===== config.mk =====
export PLATFORM = sky130hd
export DESIGN_NAME = riscv32_ram_arbiter
export DESIGN_NICKNAME = d
export VERILOG_FILES = /design/src/rtl/riscv32_soc_pkg.sv /design/src/rtl/riscv32_ram_arbiter_rr_pick2.sv /design/src/rtl/riscv32_ram_arbiter.sv
export SDC_FILE = /design/constraint.sdc
export NUM_CORES = 1
export LEC_CHECK = 0
export CORE_ASPECT_RATIO = 1.2
export CORE_UTILIZATION = 43
export CTS_CLUSTER_SIZE = 40
export DETAILED_ROUTE_END_ITERATION = 16
export PLACE_DENSITY = 0.85
export SLEW_MARGIN = 20
export SYNTH_ARGS = -nofsm -noshare
export SYNTH_HDL_FRONTEND = slang
export SYNTH_SLANG_ARGS = --single-unit

===== constraint.sdc =====
create_clock -name iCLK -period 2.65 [get_ports iCLK]
set_input_delay 0.53 -clock iCLK [delete_from_list [all_inputs] [get_ports iCLK]]
set_output_delay 0.53 -clock iCLK [all_outputs]
set_load 0.005 [all_outputs]

===== src/rtl/riscv32_soc_pkg.sv =====
// Shared SoC constants: arbiter state encoding, bus width defaults, one-hot grant codes.
package riscv32_soc_pkg;
  localparam int AW_DEF = 8;
  localparam int DW_DEF = 32;

  localparam logic [1:0] ST_IDLE   = 2'd0;
  localparam logic [1:0] ST_ACCESS = 2'd1;
  localparam logic [1:0] ST_DONE   = 2'd2;

  typedef enum logic [1:0] {
    IDLE   = ST_IDLE,
    ACCESS = ST_ACCESS,
    DONE   = ST_DONE
  } arb_state_t;

  localparam logic [1:0] GNT_NONE = 2'b00;
  localparam logic [1:0] GNT_M0   = 2'b01;
  localparam logic [1:0] GNT_M1   = 2'b10;
endpackage


===== src/rtl/riscv32_ram_arbiter_rr_pick2.sv =====
// Two-way picker: lone requester wins; on a tie the master that did not win last time
// (or M0 when fixed_prio is set) takes the grant.
module rr_pick2
  import riscv32_soc_pkg::*;
(
  input  logic [1:0] req,
  input  logic       last_grant,  // 1 = M1 won last
  input  logic       fixed_prio,
  output logic [1:0] grant
);
  always_comb begin
    grant = req;
    if (req == 2'b11)
      grant = (fixed_prio || last_grant) ? GNT_M0 : GNT_M1;
  end
endmodule


===== src/rtl/riscv32_ram_arbiter.sv =====
// Serialises one-word transactions from M0 (CPU) and M1 (DMA) onto a single-port RAM:
// IDLE grants and latches the request, ACCESS drives the RAM, DONE pulses the winner's ACK.
module riscv32_ram_arbiter
  import riscv32_soc_pkg::*;
#(
  parameter int AW         = AW_DEF,
  parameter int DW         = DW_DEF,
  parameter bit FIXED_PRIO = 1'b0
) (
  input  logic          iCLK,
  input  logic          iRST,
  input  logic          iM0_REQ,
  input  logic          iM0_WR,
  input  logic [AW-1:0] iM0_ADDR,
  input  logic [DW-1:0] iM0_WDATA,
  output logic [DW-1:0] oM0_RDATA,
  output logic          oM0_ACK,
  input  logic          iM1_REQ,
  input  logic          iM1_WR,
  input  logic [AW-1:0] iM1_ADDR,
  input  logic [DW-1:0] iM1_WDATA,
  output logic [DW-1:0] oM1_RDATA,
  output logic          oM1_ACK,
  output logic          oRAM_CE,
  output logic          oRAM_RD,
  output logic          oRAM_WR,
  output logic [AW-1:0] oRAM_ADDR,
  output logic [DW-1:0] oRAM_DATA,
  input  logic [DW-1:0] iRAM_DATA,
  output logic [1:0]    oGRANT
);
  arb_state_t    state, state_nx;
  logic [1:0]    pick, gnt;
  logic          last_m1, wr_q;
  logic [AW-1:0] addr_q;
  logic [DW-1:0] wdata_q, rdata0, rdata1;
  logic          access, done;

  rr_pick2 u_pick (
    .req        ({iM1_REQ, iM0_REQ}),
    .last_grant (last_m1),
    .fixed_prio (FIXED_PRIO),
    .grant      (pick)
  );

  always_comb begin
    state_nx = state;
    case (state)
      IDLE:    if (|pick) state_nx = ACCESS;
      ACCESS:  state_nx = DONE;
      DONE:    state_nx = IDLE;
      default: state_nx = IDLE;
    endcase
  end

  always_ff @(posedge iCLK) begin
    if (iRST) begin
      state   <= IDLE;
      gnt     <= GNT_NONE;
      last_m1 <= 1'b1;
      wr_q    <= 1'b0;
      addr_q  <= '0;
      wdata_q <= '0;
      rdata0  <= '0;
      rdata1  <= '0;
    end else begin
      state <= state_nx;
      case (state)
        IDLE: if (|pick) begin
          gnt     <= pick;
          last_m1 <= pick[1];
          wr_q    <= pick[1] ? iM1_WR    : iM0_WR;
          addr_q  <= pick[1] ? iM1_ADDR  : iM0_ADDR;
          wdata_q <= pick[1] ? iM1_WDATA : iM0_WDATA;
        end
        ACCESS: if (!wr_q) begin
          if (gnt[0]) rdata0 <= iRAM_DATA;
          if (gnt[1]) rdata1 <= iRAM_DATA;
        end
        DONE:    gnt <= GNT_NONE;
        default: gnt <= GNT_NONE;
      endcase
    end
  end

  // Strobes are gated by reset so a write caught in ACCESS never reaches the RAM edge.
  assign access    = (state == ACCESS) && !iRST;
  assign done      = (state == DONE) && !iRST;
  assign oRAM_CE   = access;
  assign oRAM_RD   = access && !wr_q;
  assign oRAM_WR   = access && wr_q;
  assign oRAM_ADDR = addr_q;
  assign oRAM_DATA = wdata_q;
  assign oM0_ACK   = done && gnt[0];
  assign oM1_ACK   = done && gnt[1];
  assign oM0_RDATA = rdata0;
  assign oM1_RDATA = rdata1;
  assign oGRANT    = gnt;
endmodule


; Word-level counts from Yosys, hierarchy flattened
; Cells that the tools add are included.
[word_totals]
reg_bits = 110
inputBits = 118
out_inout_bits = 111
wordCells = 37
[op_classes]
eq_ne = 4
n_mux = 9
bitwise_logic = 2
n_reduce_logical = 14
[op_table]
columns = operator, count
row1 = $mux 32, 1
row2 = $mux 2, 4
row3 = $mux 8, 1
row4 = $pmux 2 s2, 2
row5 = $logic_and 1x1->1, 6
row6 = $reduce_and 3->1, 2
row7 = $eq 2x2->1 const B, 2
row8 = $reduce_and 2->1, 2
row9 = $eq 2x1->1 const B, 1
row10 = $logic_not 1->1, 2
row11 = $logic_not 2->1, 1
row12 = $ne 2x2->1 const B, 1
row13 = $not 1->1, 2
row14 = $reduce_or 2->1, 1
row15 = $mux 1, 1

; Depth between registers and ports, before layout
[depth]
ltp_word = 5
ltp_mapped = 6
mapped_depth_nobuf = 3

; Cells and area by module
; A second synthesis with hierarchy kept.
[unflattened]
hier_cells = 503
hier_area_um2 = 4569.4
[by_module_without_submodules]
columns = mod, instances, cells_each, area_each_um2, seq_area_each_um2
row1 = riscv32_ram_arbiter, 1, 499, 4546.9, 2202.1
row2 = rr_pick2, 1, 4, 22.5, 0.0

; Worst setup path before layout
; No wires, ideal clock.
[synth_timing]
kind = input -> output
startpoint = input port iRST
endpoint = output port oM0_ACK
arrival_time_ps = 1232
required_time_ps = 2120
slack_ps = 888
cell_stages = 3
path_buffers = 2
path_cell_list = clkbuf_1 > clkbuf_1 > nor4b_1
[synth_between]
elab_chain_len = 3
[synth_rtl]
columns = element, line
row1 = "start, declared", riscv32_ram_arbiter.sv:11  ; input logic iRST,
row2 = $logic_not 1->1, riscv32_ram_arbiter.sv:88  ; assign done = (state == DONE) && !iRST;
row3 = $logic_and 1x1->1, riscv32_ram_arbiter.sv:88
row4 = $logic_and 1x1->1, riscv32_ram_arbiter.sv:94  ; assign oM0_ACK = done && gnt[0];
row5 = "end, declared", riscv32_ram_arbiter.sv:17  ; output logic oM0_ACK,
; Every way passes these cells.

; Final worst setup path
[layout_timing]
startpoint = register state[0]
endpoint = output port oRAM_WR
[layout_between]
elab_chain_len = 3
[layout_rtl]
columns = element, line
row1 = "start, declared", riscv32_ram_arbiter.sv:32  ; arb_state_t state, state_nx;
row2 = "start signal, assigned", riscv32_ram_arbiter.sv:67  ; state <= state_nx;
row3 = $eq 2x1->1, riscv32_ram_arbiter.sv:87  ; assign access = (state == ACCESS) && !iRST;
row4 = $logic_and 1x1->1, riscv32_ram_arbiter.sv:87
row5 = $logic_and 1x1->1, riscv32_ram_arbiter.sv:91  ; assign oRAM_WR = access && wr_q;
row6 = "end, declared", riscv32_ram_arbiter.sv:26  ; output logic oRAM_WR,
; Every way passes these cells.

==> flow_summary.ini <==
[route]
drt_drc_violations_left = 0
drt_pass1_iterations = 4
wl_um = 14000
antenna_left = 0
avgViaCountPerCell = 5.26
drt-wirelength-per-cell_um = 16.8
dr.first_iter.drc_count = 177
detailroute.via_count = 4388

[worst_setup_path]
timing.rr.start = state[1]
ff2ff_path_depth = 5
worst-setup-path-type = reg2out
cp_data_required_time_ns = 2.12
critical_path.startpoint = state[0]
worst_path_fanout_max = 9
timing.critical_path.arrival_ns = 1.95
worst-r2r-setup-slack_ns = 0.88
worstSetupEndpoint = oRAM_WR
timing.rr.end = oRAM_DATA[26]
worst_setup_path_start_kind = flop
critical_path.endpoint_type = primary output

[floorplan]
start_util_pct = 44.9
die_width_um = 96.0
design.portCount = 229
die_height_um = 115
fp.dieArea_um2 = 11000
placement_rows = 40
coreArea_um2 = 10200

[grt]
via_count_of_the_first_global_routing_pass = 4279
maximum_number_of_pins_on_one_net_before_global_route_repair = 60
gr_ovfl_total = 0
grt_first_pass_wirelength_um = 20700
grt_antenna_before_repair = 0
grt_use_total_pct = 24.3

[cells_and_area]
drive_gt1_share_pct = 11.0
fin_cells = 835
finish.net_count = 822
num_antenna_cells = 0
syn_to_final_growth_pct = 58.7
final.fill_count = 750

[run]
cap_viol_max_count = 0

[synthesis]
syn_area_per_cell_um2 = 9.16
synth_edf_count = 0
synth.most_common_cell = sky130_fd_sc_hd__nand2_1
seq_area_frac_synth_pct = 48.3
synth-async-reset-ratio_pct = 0
synthesis.instances = 498
ys_dominant_reg_cell = sky130_fd_sc_hd__dfxtp_1
main_area_contributors_after_synthesis = sky130_fd_sc_hd__dfxtp_1 48%, sky130_fd_sc_hd__a21oi_1 12%, sky130_fd_sc_hd__a211oi_2 11%
synth.yosys.warnings = 0
synth.cells.most_frequent = 128 x sky130_fd_sc_hd__nand2_1, 110 x sky130_fd_sc_hd__dfxtp_1, 105 x sky130_fd_sc_hd__a21oi_1
area_leader_netlist = sky130_fd_sc_hd__dfxtp_1
synth_nets = 616
main_combinational_cell_family_by_area_after_synthesis = compound AO/OA/AOI/OAI gates
synth_simple_gate_area_share_pct = 12.8
synthMuxAreaShare_pct = 9.21
synth_xor_xnor_area_share_pct = 0
synth_compound_area_share_pct = 23.8
synth.ff_latch_count = 110
synthDominantCellAreaShare_pct = 48.3
yosys.cell_types.count = 27
synth.cell_area_um2 = 4560
yosys.area_share.adder_pct = 0

[run_status]
status = finished clean

[clock_network]
clock_latency_ns = 0.34
cts.root.buffer_cell = sky130_fd_sc_hd__clkbuf_16
cts-buffers-inserted = 9
clock_path_buffers = 2
path_clk_slew_ns = 0.07
cts.sinks = 110
postCtsHoldBufs = 0
cts_tree = done
cts_setup_buffers = 0
ctsHtreeMaxLevel = 3

[timing]
setup_viol_count_final = 0
fin_crit_ns = 2.48
fmax_ghz = 0.404
slew_headroom_pct = 54.3
timing.final.crit_share_pct = 93.5
timing.clock.skew_ns = 0.00733
final_max_slew_viol_count = 0
hold_violation_total_from_the_final_report = 0
transition_at_the_pin_with_the_smallest_max_transition_slack_ns = 0.686
fin_setup_tns_ns = 0
rsz_0062_raised_after_global_routing = false

[worst_hold_path]
min-delay-path-class = reg2reg

[placement]
port-buffer-count = 228
gpl.final_weighted_congestion = 0.813
dp_hpwl_um = 10400
place.detailed.instances = 819

[power]
power_per_cell_area_nw_per_um2 = 553
cellLeakagePower_nw = 2.50
power.ir.vdd_worst_mv = 0.380
[cells by family after synthesis]
logic type,Yosys count
flip-flops,110
buffers and inverters,52
multiplexers,42
AND/OR/NAND/NOR,141
AO/OA/AOI/OAI,153
[critical path, stage by stage, from the launching register on]
cell                              delay [ns]
sky130_fd_sc_hd__dfxtp_1                0.50
sky130_fd_sc_hd__inv_1                  0.14
sky130_fd_sc_hd__nor3_1                 0.25
sky130_fd_sc_hd__and2_1                 0.17
sky130_fd_sc_hd__clkdlybuf4s50_1        0.54
[layout by cell type, fill, tap and decap left out, types with 2 or more instances in the layout]
master                              n
sky130_fd_sc_hd__clkbuf_16          9
sky130_fd_sc_hd__mux2i_1           42
sky130_fd_sc_hd__dfxtp_1          109
sky130_fd_sc_hd__clkinvlp_4         3
sky130_fd_sc_hd__a211oi_1           2
sky130_fd_sc_hd__nor3_1             3
sky130_fd_sc_hd__a211oi_2          40
sky130_fd_sc_hd__inv_1              2
sky130_fd_sc_hd__nand4bb_1          2
sky130_fd_sc_hd__buf_4             15
sky130_fd_sc_hd__nand2_1          128
sky130_fd_sc_hd__a21oi_1          105
sky130_fd_sc_hd__clkbuf_8           2
sky130_fd_sc_hd__buf_12             2
sky130_fd_sc_hd__clkdlybuf4s50_1  227
sky130_fd_sc_hd__nor4bb_4           2
[timing repair]
item / in CTS / in global routing
endpoints found under the setup margin: 1 / 0
hold endpoints to repair: 0 / 0
gates resized for setup: 1 / 0
[power breakdown]
part           total, mW  internal, mW  switching [mW]
combinational      0.819         0.476           0.342
clock               1.37         0.782           0.584
sequential          1.82          1.75          0.0672
[state kept, by name, indices dropped and copies added (netlist names)]
signal	cells
wr_q	1
oGRANT	2
state	2
oM0_RDATA	32
oRAM_DATA	32
last_m1	1
oM1_RDATA	32
oRAM_ADDR	8
[routing by layer]
layer | share of wire [%] | vias to the layer above | GRT usage (%)
met5 | 0 | - | 0
met4 | 2.9 | 0 | 10.4
met3 | 11 | 36 | 9.06
met2 | 49 | 208 | 43.0
met1 | 37 | 2016 | 25.5
li1 | - | 2128 | -
[worst min-delay path by stage]
stage / start / slack [ns] / end / cells after the start
2_1_floorplan: oM0_RDATA[0] / 0.45 / oM0_RDATA[0] / 2
3_3_place_gp: oM0_RDATA[26] / 0.44 / oM0_RDATA[26] / 2
3_5_place_dp: oM0_RDATA[8] / 0.45 / oM0_RDATA[8] / 2
4_1_cts: iRST / 0.45 / wr_q / 2
5_1_grt: iRST / 0.47 / state[0] / 2
6_report: oM0_RDATA[8] / 0.45 / oM0_RDATA[8] / 2
[area by class of cell]
class / count / area, um2 / area share, %
multi-input combinational: 336 / 2130 / 29.5
clock buffer: 11 / 253 / 3.49
sequential: 110 / 2200 / 30.4
timing repair buffer: 244 / 2420 / 33.5
clock inverter: 5 / 57.6 / 0.795
tap: 126 / 158 / 2.18
inverter: 3 / 11.3 / 0.156
[through the flow]
stage	cell area [um2]	utilization [%]	hold slack [ns]	setup WS, ns	power [mW]
floorplan	4560	-	0.453	0.888	2.22
global placement	6930	68.2	0.441	0.388	2.65
detailed placement	6930	68.2	0.447	0.364	2.67
CTS	7240	71.3	0.454	0.168	4.03
global route	7240	71.3	0.473	0.0392	4.16
finish	7240	71.3	0.453	0.172	4.00
Note: power is estimated with default switching activity, not from simulation.
